$ cat config.mk
export PLATFORM = sky130hd
export DESIGN_NAME = monitor_alarme_usina_flat
export DESIGN_NICKNAME = d
export VERILOG_FILES = /design/src/rtl/monitor_alarme_usina_pkg.sv /design/src/rtl/monitor_alarme_usina_if.sv /design/src/rtl/monitor_alarme_usina_canal.sv /design/src/rtl/monitor_alarme_usina.sv /design/src/flat_wrapper.sv
export SDC_FILE = /design/constraint.sdc
export NUM_CORES = 1
export LEC_CHECK = 0
export BUFFER_PORTS_ARGS = -buffer_cell sky130_fd_sc_hd__clkbuf_2
export CAP_MARGIN = 20
export CORE_ASPECT_RATIO = 0.6
export CORE_UTILIZATION = 51
export CTS_BUF_LIST = sky130_fd_sc_hd__clkbuf_2
export DETAILED_ROUTE_END_ITERATION = 7
export GPL_TIMING_DRIVEN = 0
export PLACE_DENSITY_LB_ADDON = 0.2
export REMOVE_ABC_BUFFERS = 1
export SETUP_SLACK_MARGIN = 0.02
export SYNTH_ARGS = -nofsm -noshare
export SYNTH_HDL_FRONTEND = slang
export SYNTH_HIERARCHICAL = 1
export SYNTH_SLANG_ARGS = --single-unit
export TNS_END_PERCENT = 100
$ cat constraint.sdc
create_clock -name clk -period 7.63 [get_ports clk]
set_clock_uncertainty 0.05 [all_clocks]
set_input_delay 0.3815 -clock clk [delete_from_list [all_inputs] [get_ports clk]]
set_output_delay 0.3815 -clock clk [all_outputs]
set_load 0.05 [all_outputs]
$ cat src/rtl/monitor_alarme_usina_pkg.sv
// Shared types for the plant alarm monitor: per-channel state encoding and channel indices.
package monitor_alarme_pkg;

    typedef enum logic [1:0] {
        NORMAL      = 2'd0,
        PENDENTE    = 2'd1,
        ALARME      = 2'd2,
        RECONHECIDO = 2'd3
    } estado_t;

    localparam int CH_TEMP = 0;
    localparam int CH_PRES = 1;
    localparam int CH_RAD  = 2;

endpackage

$ cat src/rtl/monitor_alarme_usina_if.sv
// Sensor/operator inputs and sounder/lamp/status outputs of the alarm monitor.
interface monitor_alarme_usina_if #(
    parameter int TEMP_W = 8,
    parameter int PRES_W = 4,
    parameter int RAD_W  = 12,
    parameter int EVT_W  = 8
);
    logic [TEMP_W-1:0] temp;
    logic [PRES_W-1:0] pressao;
    logic [RAD_W-1:0]  radiacao;
    logic              reconhecer;
    logic              alarme_sonoro;
    logic              alarme_visual;
    logic [5:0]        estado_canal;
    logic [EVT_W-1:0]  eventos;

    modport master (
        output temp, pressao, radiacao, reconhecer,
        input  alarme_sonoro, alarme_visual, estado_canal, eventos
    );

    modport slave (
        input  temp, pressao, radiacao, reconhecer,
        output alarme_sonoro, alarme_visual, estado_canal, eventos
    );
endinterface

$ cat src/rtl/monitor_alarme_usina_canal.sv
// One sensor channel: registered sample, threshold/hysteresis compare, persistence counter
// and latched alarm FSM. entrada pulses combinationally on the edge that enters ALARME.
//
//   state       | meaning
//   NORMAL      | below threshold, no alarm
//   PENDENTE    | over threshold, counting consecutive samples
//   ALARME      | latched alarm, sounder on, waiting for acknowledge
//   RECONHECIDO | acknowledged, lamp on until sample drops below LIM-HYST
module canal_alarme
    import monitor_alarme_pkg::*;
#(
    parameter int W       = 8,
    parameter int LIM     = 40,
    parameter int HYST    = 5,
    parameter int PERSIST = 4
) (
    input  logic         clk,
    input  logic         rst_n,
    input  logic [W-1:0] leitura,
    input  logic         reconhecer,
    output estado_t      estado,
    output logic         entrada
);

    if (HYST > LIM || LIM >= (1 << W) || PERSIST < 1 || PERSIST > 255) begin : gParamInvalido
        $error("canal_alarme: invalid LIM/HYST/PERSIST for width W");
    end

    localparam logic [W-1:0] LIM_V   = W'(LIM);
    localparam logic [W-1:0] CLR_V   = W'(LIM - HYST);
    localparam logic [7:0]   CNT_FIM = 8'(PERSIST - 1);

    logic [W-1:0] amostra;
    logic [7:0]   cnt, cntNext;
    estado_t      estadoNext;
    logic         over, clear;

    assign over  = amostra >= LIM_V;
    assign clear = amostra < CLR_V;

    always_ff @(posedge clk or negedge rst_n) begin
        if (!rst_n) begin
            amostra <= '0;
            cnt     <= '0;
            estado  <= NORMAL;
        end else begin
            amostra <= leitura;
            cnt     <= cntNext;
            estado  <= estadoNext;
        end
    end

    always_comb begin
        estadoNext = estado;
        cntNext    = cnt;
        entrada    = 1'b0;
        case (estado)
            NORMAL: begin
                if (over) begin
                    if (PERSIST == 1) begin
                        estadoNext = ALARME;
                        entrada    = 1'b1;
                    end else begin
                        estadoNext = PENDENTE;
                        cntNext    = 8'd1;
                    end
                end
            end
            PENDENTE: begin
                if (!over) begin
                    estadoNext = NORMAL;
                    cntNext    = '0;
                end else if (cnt == CNT_FIM) begin
                    estadoNext = ALARME;
                    cntNext    = '0;
                    entrada    = 1'b1;
                end else begin
                    cntNext = cnt + 8'd1;
                end
            end
            ALARME: begin
                if (reconhecer) estadoNext = clear ? NORMAL : RECONHECIDO;
            end
            RECONHECIDO: begin
                // a new over here must not re-sound until the channel has been NORMAL
                if (clear) estadoNext = NORMAL;
            end
            default: estadoNext = NORMAL;
        endcase
    end

endmodule

$ cat src/rtl/monitor_alarme_usina.sv
// Plant alarm monitor top: three independent channels, sounder/lamp decode and a
// saturating count of ALARME entries.
module monitor_alarme_usina
    import monitor_alarme_pkg::*;
#(
    parameter int TEMP_W    = 8,
    parameter int PRES_W    = 4,
    parameter int RAD_W     = 12,
    parameter int TEMP_LIM  = 40,
    parameter int PRES_LIM  = 7,
    parameter int RAD_LIM   = 1000,
    parameter int TEMP_HYST = 5,
    parameter int PRES_HYST = 1,
    parameter int RAD_HYST  = 100,
    parameter int PERSIST   = 4,
    parameter int EVT_W     = 8
) (
    input logic                   clk,
    input logic                   rst_n,
    monitor_alarme_usina_if.slave bus
);

    localparam logic [EVT_W:0] EVT_MAX = {1'b0, {EVT_W{1'b1}}};

    estado_t        estados [3];
    logic [2:0]     entradas;
    logic [1:0]     nEntradas;
    logic [EVT_W-1:0] eventos;
    logic [EVT_W:0] soma;

    canal_alarme #(.W(TEMP_W), .LIM(TEMP_LIM), .HYST(TEMP_HYST), .PERSIST(PERSIST)) uTemp (
        .clk(clk), .rst_n(rst_n), .leitura(bus.temp), .reconhecer(bus.reconhecer),
        .estado(estados[CH_TEMP]), .entrada(entradas[CH_TEMP])
    );

    canal_alarme #(.W(PRES_W), .LIM(PRES_LIM), .HYST(PRES_HYST), .PERSIST(PERSIST)) uPres (
        .clk(clk), .rst_n(rst_n), .leitura(bus.pressao), .reconhecer(bus.reconhecer),
        .estado(estados[CH_PRES]), .entrada(entradas[CH_PRES])
    );

    canal_alarme #(.W(RAD_W), .LIM(RAD_LIM), .HYST(RAD_HYST), .PERSIST(PERSIST)) uRad (
        .clk(clk), .rst_n(rst_n), .leitura(bus.radiacao), .reconhecer(bus.reconhecer),
        .estado(estados[CH_RAD]), .entrada(entradas[CH_RAD])
    );

    assign nEntradas = 2'(entradas[0]) + 2'(entradas[1]) + 2'(entradas[2]);
    assign soma      = {1'b0, eventos} + (EVT_W+1)'(nEntradas);

    always_ff @(posedge clk or negedge rst_n) begin
        if (!rst_n) eventos <= '0;
        else        eventos <= (soma > EVT_MAX) ? EVT_MAX[EVT_W-1:0] : soma[EVT_W-1:0];
    end

    assign bus.alarme_sonoro = (estados[0] == ALARME) || (estados[1] == ALARME) ||
                               (estados[2] == ALARME);
    assign bus.alarme_visual = estados[0][1] || estados[1][1] || estados[2][1];
    assign bus.estado_canal  = {estados[CH_RAD], estados[CH_PRES], estados[CH_TEMP]};
    assign bus.eventos       = eventos;

endmodule

$ cat src/flat_wrapper.sv
// flat-port wrapper written by rule: the top's interface ports become plain ports
module monitor_alarme_usina_flat import monitor_alarme_pkg::*;
#(
    parameter int TEMP_W    = 8,
    parameter int PRES_W    = 4,
    parameter int RAD_W     = 12,
    parameter int TEMP_LIM  = 40,
    parameter int PRES_LIM  = 7,
    parameter int RAD_LIM   = 1000,
    parameter int TEMP_HYST = 5,
    parameter int PRES_HYST = 1,
    parameter int RAD_HYST  = 100,
    parameter int PERSIST   = 4,
    parameter int EVT_W     = 8
)
  (clk, rst_n, bus_temp, bus_pressao, bus_radiacao, bus_reconhecer, bus_alarme_sonoro, bus_alarme_visual, bus_estado_canal, bus_eventos);
  monitor_alarme_usina_if #(.TEMP_W(TEMP_W), .PRES_W(PRES_W), .RAD_W(RAD_W), .EVT_W(EVT_W)) bus_i ();
  input logic clk;
  input logic rst_n;
  input wire logic [$bits(bus_i.temp)-1:0] bus_temp;
  input wire logic [$bits(bus_i.pressao)-1:0] bus_pressao;
  input wire logic [$bits(bus_i.radiacao)-1:0] bus_radiacao;
  input wire logic [$bits(bus_i.reconhecer)-1:0] bus_reconhecer;
  output wire logic [$bits(bus_i.alarme_sonoro)-1:0] bus_alarme_sonoro;
  output wire logic [$bits(bus_i.alarme_visual)-1:0] bus_alarme_visual;
  output wire logic [$bits(bus_i.estado_canal)-1:0] bus_estado_canal;
  output wire logic [$bits(bus_i.eventos)-1:0] bus_eventos;
  assign bus_i.temp = bus_temp;
  assign bus_i.pressao = bus_pressao;
  assign bus_i.radiacao = bus_radiacao;
  assign bus_i.reconhecer = bus_reconhecer;
  assign bus_alarme_sonoro = bus_i.alarme_sonoro;
  assign bus_alarme_visual = bus_i.alarme_visual;
  assign bus_estado_canal = bus_i.estado_canal;
  assign bus_eventos = bus_i.eventos;
  monitor_alarme_usina #(.TEMP_W(TEMP_W), .PRES_W(PRES_W), .RAD_W(RAD_W), .TEMP_LIM(TEMP_LIM), .PRES_LIM(PRES_LIM), .RAD_LIM(RAD_LIM), .TEMP_HYST(TEMP_HYST), .PRES_HYST(PRES_HYST), .RAD_HYST(RAD_HYST), .PERSIST(PERSIST), .EVT_W(EVT_W)) u_core (.clk(clk), .rst_n(rst_n), .bus(bus_i));
endmodule
# ---- Word-level counts from Yosys, hierarchy flattened
# Cells that the tools add are included.
dict set report word_totals {
  register_bits 62
  wordCells 106
}
dict set report op_classes {
  add_sub_neg 6
  n_lt_le_gt_ge 7
  eq_ne 24
  muxes 43
  n_reduce_logical 16
}
# operator n
set ops {}
lappend ops {{8-bit 2-to-1 mux} 10}
lappend ops {{8-bit case mux with 2 select lines} 3}
lappend ops {{2-bit 2-to-1 mux} 18}
lappend ops {{8-bit by 1-bit adder with 8-bit output, second input constant} 3}
lappend ops {{8-bit by 2-bit equality test with 1-bit output, second input constant} 3}
lappend ops {{2-bit case mux with 4 select lines} 3}
lappend ops {{2-bit != test, second input constant} 9}
lappend ops {{2-bit equality test, second input constant} 6}
lappend ops {{12-bit by 10-bit >= comparator with 1-bit output, second input constant} 1}
lappend ops {{12-bit by 10-bit < comparator with 1-bit output, second input constant} 1}
lappend ops {{4-bit AND reduction} 3}
lappend ops {{8-bit by 2-bit adder with 9-bit output} 1}
lappend ops {{9-bit by 8-bit > comparator with 1-bit output, second input constant} 1}
lappend ops {{1-bit 2-to-1 mux} 9}
lappend ops {{3-bit != test, second input constant} 3}
lappend ops {{8-bit by 6-bit >= comparator with 1-bit output, second input constant} 1}
lappend ops {{8-bit by 6-bit < comparator with 1-bit output, second input constant} 1}
lappend ops {{2-bit by 1-bit equality test with 1-bit output, second input constant} 3}
lappend ops {{2-bit logical NOT} 3}
lappend ops {{2-bit AND reduction} 3}
lappend ops {{2-bit nonzero test} 3}
lappend ops {{4-bit by 3-bit >= comparator with 1-bit output, second input constant} 1}
lappend ops {{1-bit logical OR} 4}
lappend ops {{4-bit by 3-bit < comparator with 1-bit output, second input constant} 1}
lappend ops {{2 further kinds} 2}

# ---- Logic depth before layout (Yosys ltp)
dict set report depth {
  depth_word 9
  mapped_depth 11
  depth_no_buf 11
}

# ---- By module
# The synthesis kept the hierarchy.
# mod instances cells_per_inst area_per_inst_um2 seq_area_each_um2
set by_module_without_submodules {}
lappend by_module_without_submodules {{canal_alarme at u_core.uRad} 1 78 920.9 500.5}
lappend by_module_without_submodules {{canal_alarme at u_core.uTemp} 1 76 793.3 450.4}
lappend by_module_without_submodules {{canal_alarme at u_core.uPres} 1 62 676.9 350.3}
lappend by_module_without_submodules {monitor_alarme_usina 1 48 461.7 200.2}

# ---- Worst setup path after synthesis
# OpenSTA, ideal clock, no wires.
dict set report synth_path {
  kind {register to register}
  start {reg u_core.uTemp.estado[1]}
  end {reg u_core.eventos[6], in the netlist u_core/bus.eventos[6]}
  setup_time_ns 0.082
  arrival_ns 2.811
  required_time_ns 7.498
  path_slack_ns 4.687
  stages_incl_launch_ff 11
  n_path_buf 1
  synth_period_minus_slack_ns 2.943
  cell_sequence {dfrtp_1 clkbuf_1 a21oi_1 and3_2 fa_1 ha_1 inv_1 fa_1 and4b_2 a21oi_1 a31oi_1}
}
dict set report synth_via {
  elab_chain_len 7
}
# item line
set synth_lines {}
lappend synth_lines {{from (decl)} monitor_alarme_usina_canal.sv:21} ;# output estado_t estado,
lappend synth_lines {{from (signal assigned)} monitor_alarme_usina_canal.sv:49} ;# estado <= estadoNext;
lappend synth_lines {{2-bit by 1-bit equality test with 1-bit output *} monitor_alarme_usina_canal.sv:57} ;# case (estado)
lappend synth_lines {{1-bit 2-to-1 mux *} monitor_alarme_usina_canal.sv:57}
lappend synth_lines {{named net u_core.entradas[0]} monitor_alarme_usina.sv:26} ;# logic [2:0] entradas;
lappend synth_lines {{1-bit by 1-bit adder with 2-bit output *} monitor_alarme_usina.sv:46} ;# assign nEntradas = 2'(entradas[0]) + 2'(entradas[1]) + 2'(entradas[2]);
lappend synth_lines {{2-bit by 1-bit adder with 2-bit output *} monitor_alarme_usina.sv:46}
lappend synth_lines {{8-bit by 2-bit adder with 9-bit output *} monitor_alarme_usina.sv:47} ;# assign soma = {1'b0, eventos} + (EVT_W+1)'(nEntradas);
lappend synth_lines {{9-bit by 8-bit > comparator with 1-bit output} monitor_alarme_usina.sv:51} ;# else eventos <= (soma > EVT_MAX) ? EVT_MAX[EVT_W-1:0] : soma[EVT_W-1:0];
lappend synth_lines {{8-bit 2-to-1 mux *} monitor_alarme_usina.sv:51}
lappend synth_lines {{to (signal assigned)} monitor_alarme_usina.sv:51}
lappend synth_lines {{to (decl)} monitor_alarme_usina.sv:28} ;# logic [EVT_W-1:0] eventos;
# Mark *: on every way through the listed nets, which the timed path passes. The rest lies on a longest branch.
# A chain may end at the register's enable or synchronous reset.

# ---- Worst setup path after layout
dict set report layout_path {
  start {reg u_core.uRad.cnt[0]}
  end {reg u_core.eventos[6], in the netlist u_core/bus.eventos[6]}
}
dict set report layout_via {
  elab_chain_len 8
}
# item line
set layout_lines {}
lappend layout_lines {{from (decl)} monitor_alarme_usina_canal.sv:34} ;# logic [7:0] cnt, cntNext;
lappend layout_lines {{from (signal assigned)} monitor_alarme_usina_canal.sv:48} ;# cnt <= cntNext;
lappend layout_lines {{8-bit by 2-bit equality test with 1-bit output *} monitor_alarme_usina_canal.sv:73} ;# end else if (cnt == CNT_FIM) begin
lappend layout_lines {{1-bit 2-to-1 mux *} monitor_alarme_usina_canal.sv:73}
lappend layout_lines {{1-bit 2-to-1 mux *} monitor_alarme_usina_canal.sv:70} ;# if (!over) begin
lappend layout_lines {{1-bit 2-to-1 mux *} monitor_alarme_usina_canal.sv:57}
lappend layout_lines {{named net u_core.entradas[2]} monitor_alarme_usina.sv:26}
lappend layout_lines {{2-bit by 1-bit adder with 2-bit output *} monitor_alarme_usina.sv:46}
lappend layout_lines {{8-bit by 2-bit adder with 9-bit output *} monitor_alarme_usina.sv:47}
lappend layout_lines {{9-bit by 8-bit > comparator with 1-bit output} monitor_alarme_usina.sv:51}
lappend layout_lines {{8-bit 2-to-1 mux *} monitor_alarme_usina.sv:51}
# Marked as above.

==> metrics <==
status=finished clean; Slew @ Worst Pin=0.984 ns; Die ar.=5910 um^2; sw power=466 uW; Slew headroom=0.340; synthesized flop and latch total=60; number of routed nets with antenna violations=0; Syn Area/Cell=10.8 um^2; max-cap violations=0; Power Density=307 nW/um^2; Final setup viols=0; DP Wirelength=3.98 mm; total number of vias=2283; Critical Path Sink Type=flip-flop; critical path arrival=3.39 ns; WL/cell=14.8 um; Post-synth ARST share=1.00; minimum clock period=3.05 ns; Port Buffers=40; CTS tree=yes; busiest layer in global routing=met2; DRC violations left=0; Clk pin slew, worst setup/hold paths=0.15 ns; TritonCTS buffer count=9; total negative slack=0 ns; EDFF count, synth=0; Stages on worst setup path=11; height of the die=59.9 um; worst reg2reg endpoint=u_core/bus.eventos[6]; antenna cells=0; Cells after Synth=264; Clock Latency Late Sink=0.47 ns; CP required=7.97 ns; leakage power=1.57 nW; worst path cell trace=ha_1 -> nor2b_1 -> and3_1 -> nor3b_2 -> fa_1 -> ha_1 -> inv_1 -> fa_1 -> and4b_2 -> a21oi_1 -> a31oi_1; Final Hold Vio Count=0; routability cong.=0.837; Starting Density=0.545; crit share post-route=0.399; total grt overflow=0; Comb pwr share=0.386; first-pass GRT wire length=10.0 mm; initial DRC count=127; crit path buf inv count=1; Top-Level Pins=43; met1 Use GR=0.310; clock power share=0.169; vias in the first global route=2140; R2R Setup Slk=4.58 ns; RSZ-0062 raised after global routing=false; final core occ=0.657; Worst R2R Start=u_core/uRad/cnt[0]; gr usage total=0.230; Syn-to-layout area delta=20.5%; cells on worst reg2reg path=11; share of cells above drive strength 1=0.213; HP Class=input port to flip-flop; post-DR vias/cell=5.65; crit-path max cell delay=0.52 ns; crit start category=flip-flop; Slowest cell on crit path=fa_1; CORE AREA=5230 um^2; critical-path maximum fanout=5; Flop pwr share=0.445; final layout net count=369; f_max=0.328 GHz; ys flop type=dfrtp_1; synth warn=6; Setup crit end=u_core/bus.eventos[6]; Int Pwr=590 uW; sw frac=0.441; fillers=434; CTS root buffer=clkbuf_2; H-tree lvl count=3; row count=20; first-pass iteration count of the detailed router=4; Detailed Route WL=5.97 mm; buffer count from post-CTS setup fixing=0; worst vdd rail ir drop=0.000170 V; Longest Clk Path Bufs=2; final max-slew violation count=0; crit path kind=flip-flop to flip-flop; CTS sink count=60; Mapped Area=2850 um^2; largest net degree at the start of global routing=61; Top delay family on crit path=adder cells; synth unique cells=58; initial antenna violation count=0; die width=98.6 um; met2 Track Usage GR=0.353; sequential-to-total area share from yosys stat=0.526; GR Util met3=0.0749; Crit. Startpoint=u_core/uRad/cnt[0]
==> worst register-to-register path: stages (launching register included) <==
cell	delay (ns)
dfrtp_1	0.44
ha_1	0.23
nor2b_1	0.14
and3_1	0.21
nor3b_2	0.19
fa_1	0.52
ha_1	0.18
inv_1	0.06
fa_1	0.41
and4b_2	0.35
a21oi_1	0.07
a31oi_1	0.14
==> how the worst min path moves through the flow <==
stage / startpoint / end / slack (ns) / cells past startpoint
2_1_floorplan: rst_n / u_core/bus.eventos[0] / 0.04 / 0
3_3_place_gp: bus_pressao[2] / u_core/uPres/amostra[2] / 0.44 / 1
3_5_place_dp: bus_radiacao[3] / u_core/uRad/amostra[3] / 0.44 / 1
4_1_cts: bus_reconhecer / u_core/uTemp/estado[0] / 0.16 / 3
5_1_grt: bus_reconhecer / u_core/uRad/estado[0] / 0.21 / 3
6_report: bus_reconhecer / u_core/uTemp/estado[0] / 0.22 / 3
==> cells by family (layout without fill, tap and decap cells) <==
group | count (synthesis) | in the layout | share of synthesized area
fa+ha+maj | 8 | 8 | 0.0404
simple gates | 103 | 103 | 0.218
compound gates | 67 | 67 | 0.163
mux | 1 | 1 | 0.00351
flops | 60 | 60 | 0.526
buf+inv | 18 | 92 | 0.0276
xor+xnor | 7 | 7 | 0.0215
==> registers in the layout, indices dropped and copies added, names as in the netlist <==
| register | flops |
|---|---|
| u_core/bus.eventos | 8 |
| u_core/uRad/amostra | 10 |
| u_core/uTemp/cnt | 8 |
| u_core/uRad/estado | 2 |
| u_core/uPres/cnt | 8 |
| u_core/uPres/amostra | 4 |
| u_core/uRad/cnt | 8 |
| u_core/uTemp/estado | 2 |
| u_core/uPres/estado | 2 |
| u_core/uTemp/amostra | 8 |
==> cell usage after synthesis (all sizes together), types with 6 or more instances <==
cell type  instances  share of area
dfrtp             60           0.53
nor2              23          0.034
o21ai             20          0.035
inv               14          0.018
nand2             14          0.018
a21oi             13          0.023
nand3             13          0.023
nor3               9          0.021
and3               7          0.016
xnor2              7          0.021
ha                 6          0.026
==> layout by cell type (no fill, tap or decap), types with 3 or more instances in the layout <==
| cell | count |
|---|---|
| xnor2_1 | 7 |
| nand2_1 | 14 |
| nor2b_1 | 3 |
| a31oi_1 | 3 |
| o21ai_0 | 17 |
| a21oi_1 | 13 |
| clkbuf_2 | 50 |
| a22o_1 | 5 |
| dfrtp_1 | 60 |
| or3_1 | 5 |
| nor3_1 | 7 |
| dlygate4sd3_1 | 23 |
| nand3_1 | 13 |
| and3_1 | 6 |
| nand2b_1 | 5 |
| nand4_1 | 5 |
| o21ai_1 | 3 |
| nor2_1 | 21 |
| clkinv_1 | 3 |
| a21o_1 | 5 |
| inv_1 | 14 |
| ha_1 | 6 |
| nor4_1 | 4 |
==> cell type report <==
type / instances / area (um^2) / share of cell area
tap: 66 / 82.6 / 0.0240
clock buffer: 11 / 55.1 / 0.0160
timing repair buffer: 63 / 433 / 0.126
sequential: 60 / 1500 / 0.437
multi-input combinational: 186 / 1270 / 0.370
inverter: 14 / 52.6 / 0.0153
clock inverter: 4 / 41.3 / 0.0120
==> power groups by stage <==
stage                     clock network, mW  registers, mW  logic (mW)
after floorplan                           0          0.539       0.222
after global placement                    0          0.472       0.392
after detailed placement                  0          0.474       0.402
after CTS                             0.186          0.469       0.412
after global routing                  0.201          0.483       0.452
final                                 0.178          0.470       0.408
==> metrics by stage <==
step	cell area, um^2	std cells	total power [mW]	hold slack, ns	setup WS [ns]
2_1_floorplan	2830	260	0.761	0.0359	4.75
3_3_place_gp	3110	366	0.864	0.439	4.64
3_5_place_dp	3110	366	0.876	0.441	4.62
4_1_cts	3440	404	1.07	0.158	4.59
5_1_grt	3440	404	1.14	0.208	4.38
6_report	3440	404	1.06	0.217	4.58
==> repair_timing <==
| action | 4_1_cts | 5_1_grt |
|---|---|---|
| endpoints found under the hold margin | 82 | 0 |
| hold buffers | 23 | 0 |
| resized for setup | 0 | 0 |
==> metal layers <==
metal  wire (um)  vias up
li1            -     1109
met1        3010     1100
met2        2610       68
met3         313        6
met4          43        0
met5           0        -
Note: power is estimated with default switching activity, not from simulation.
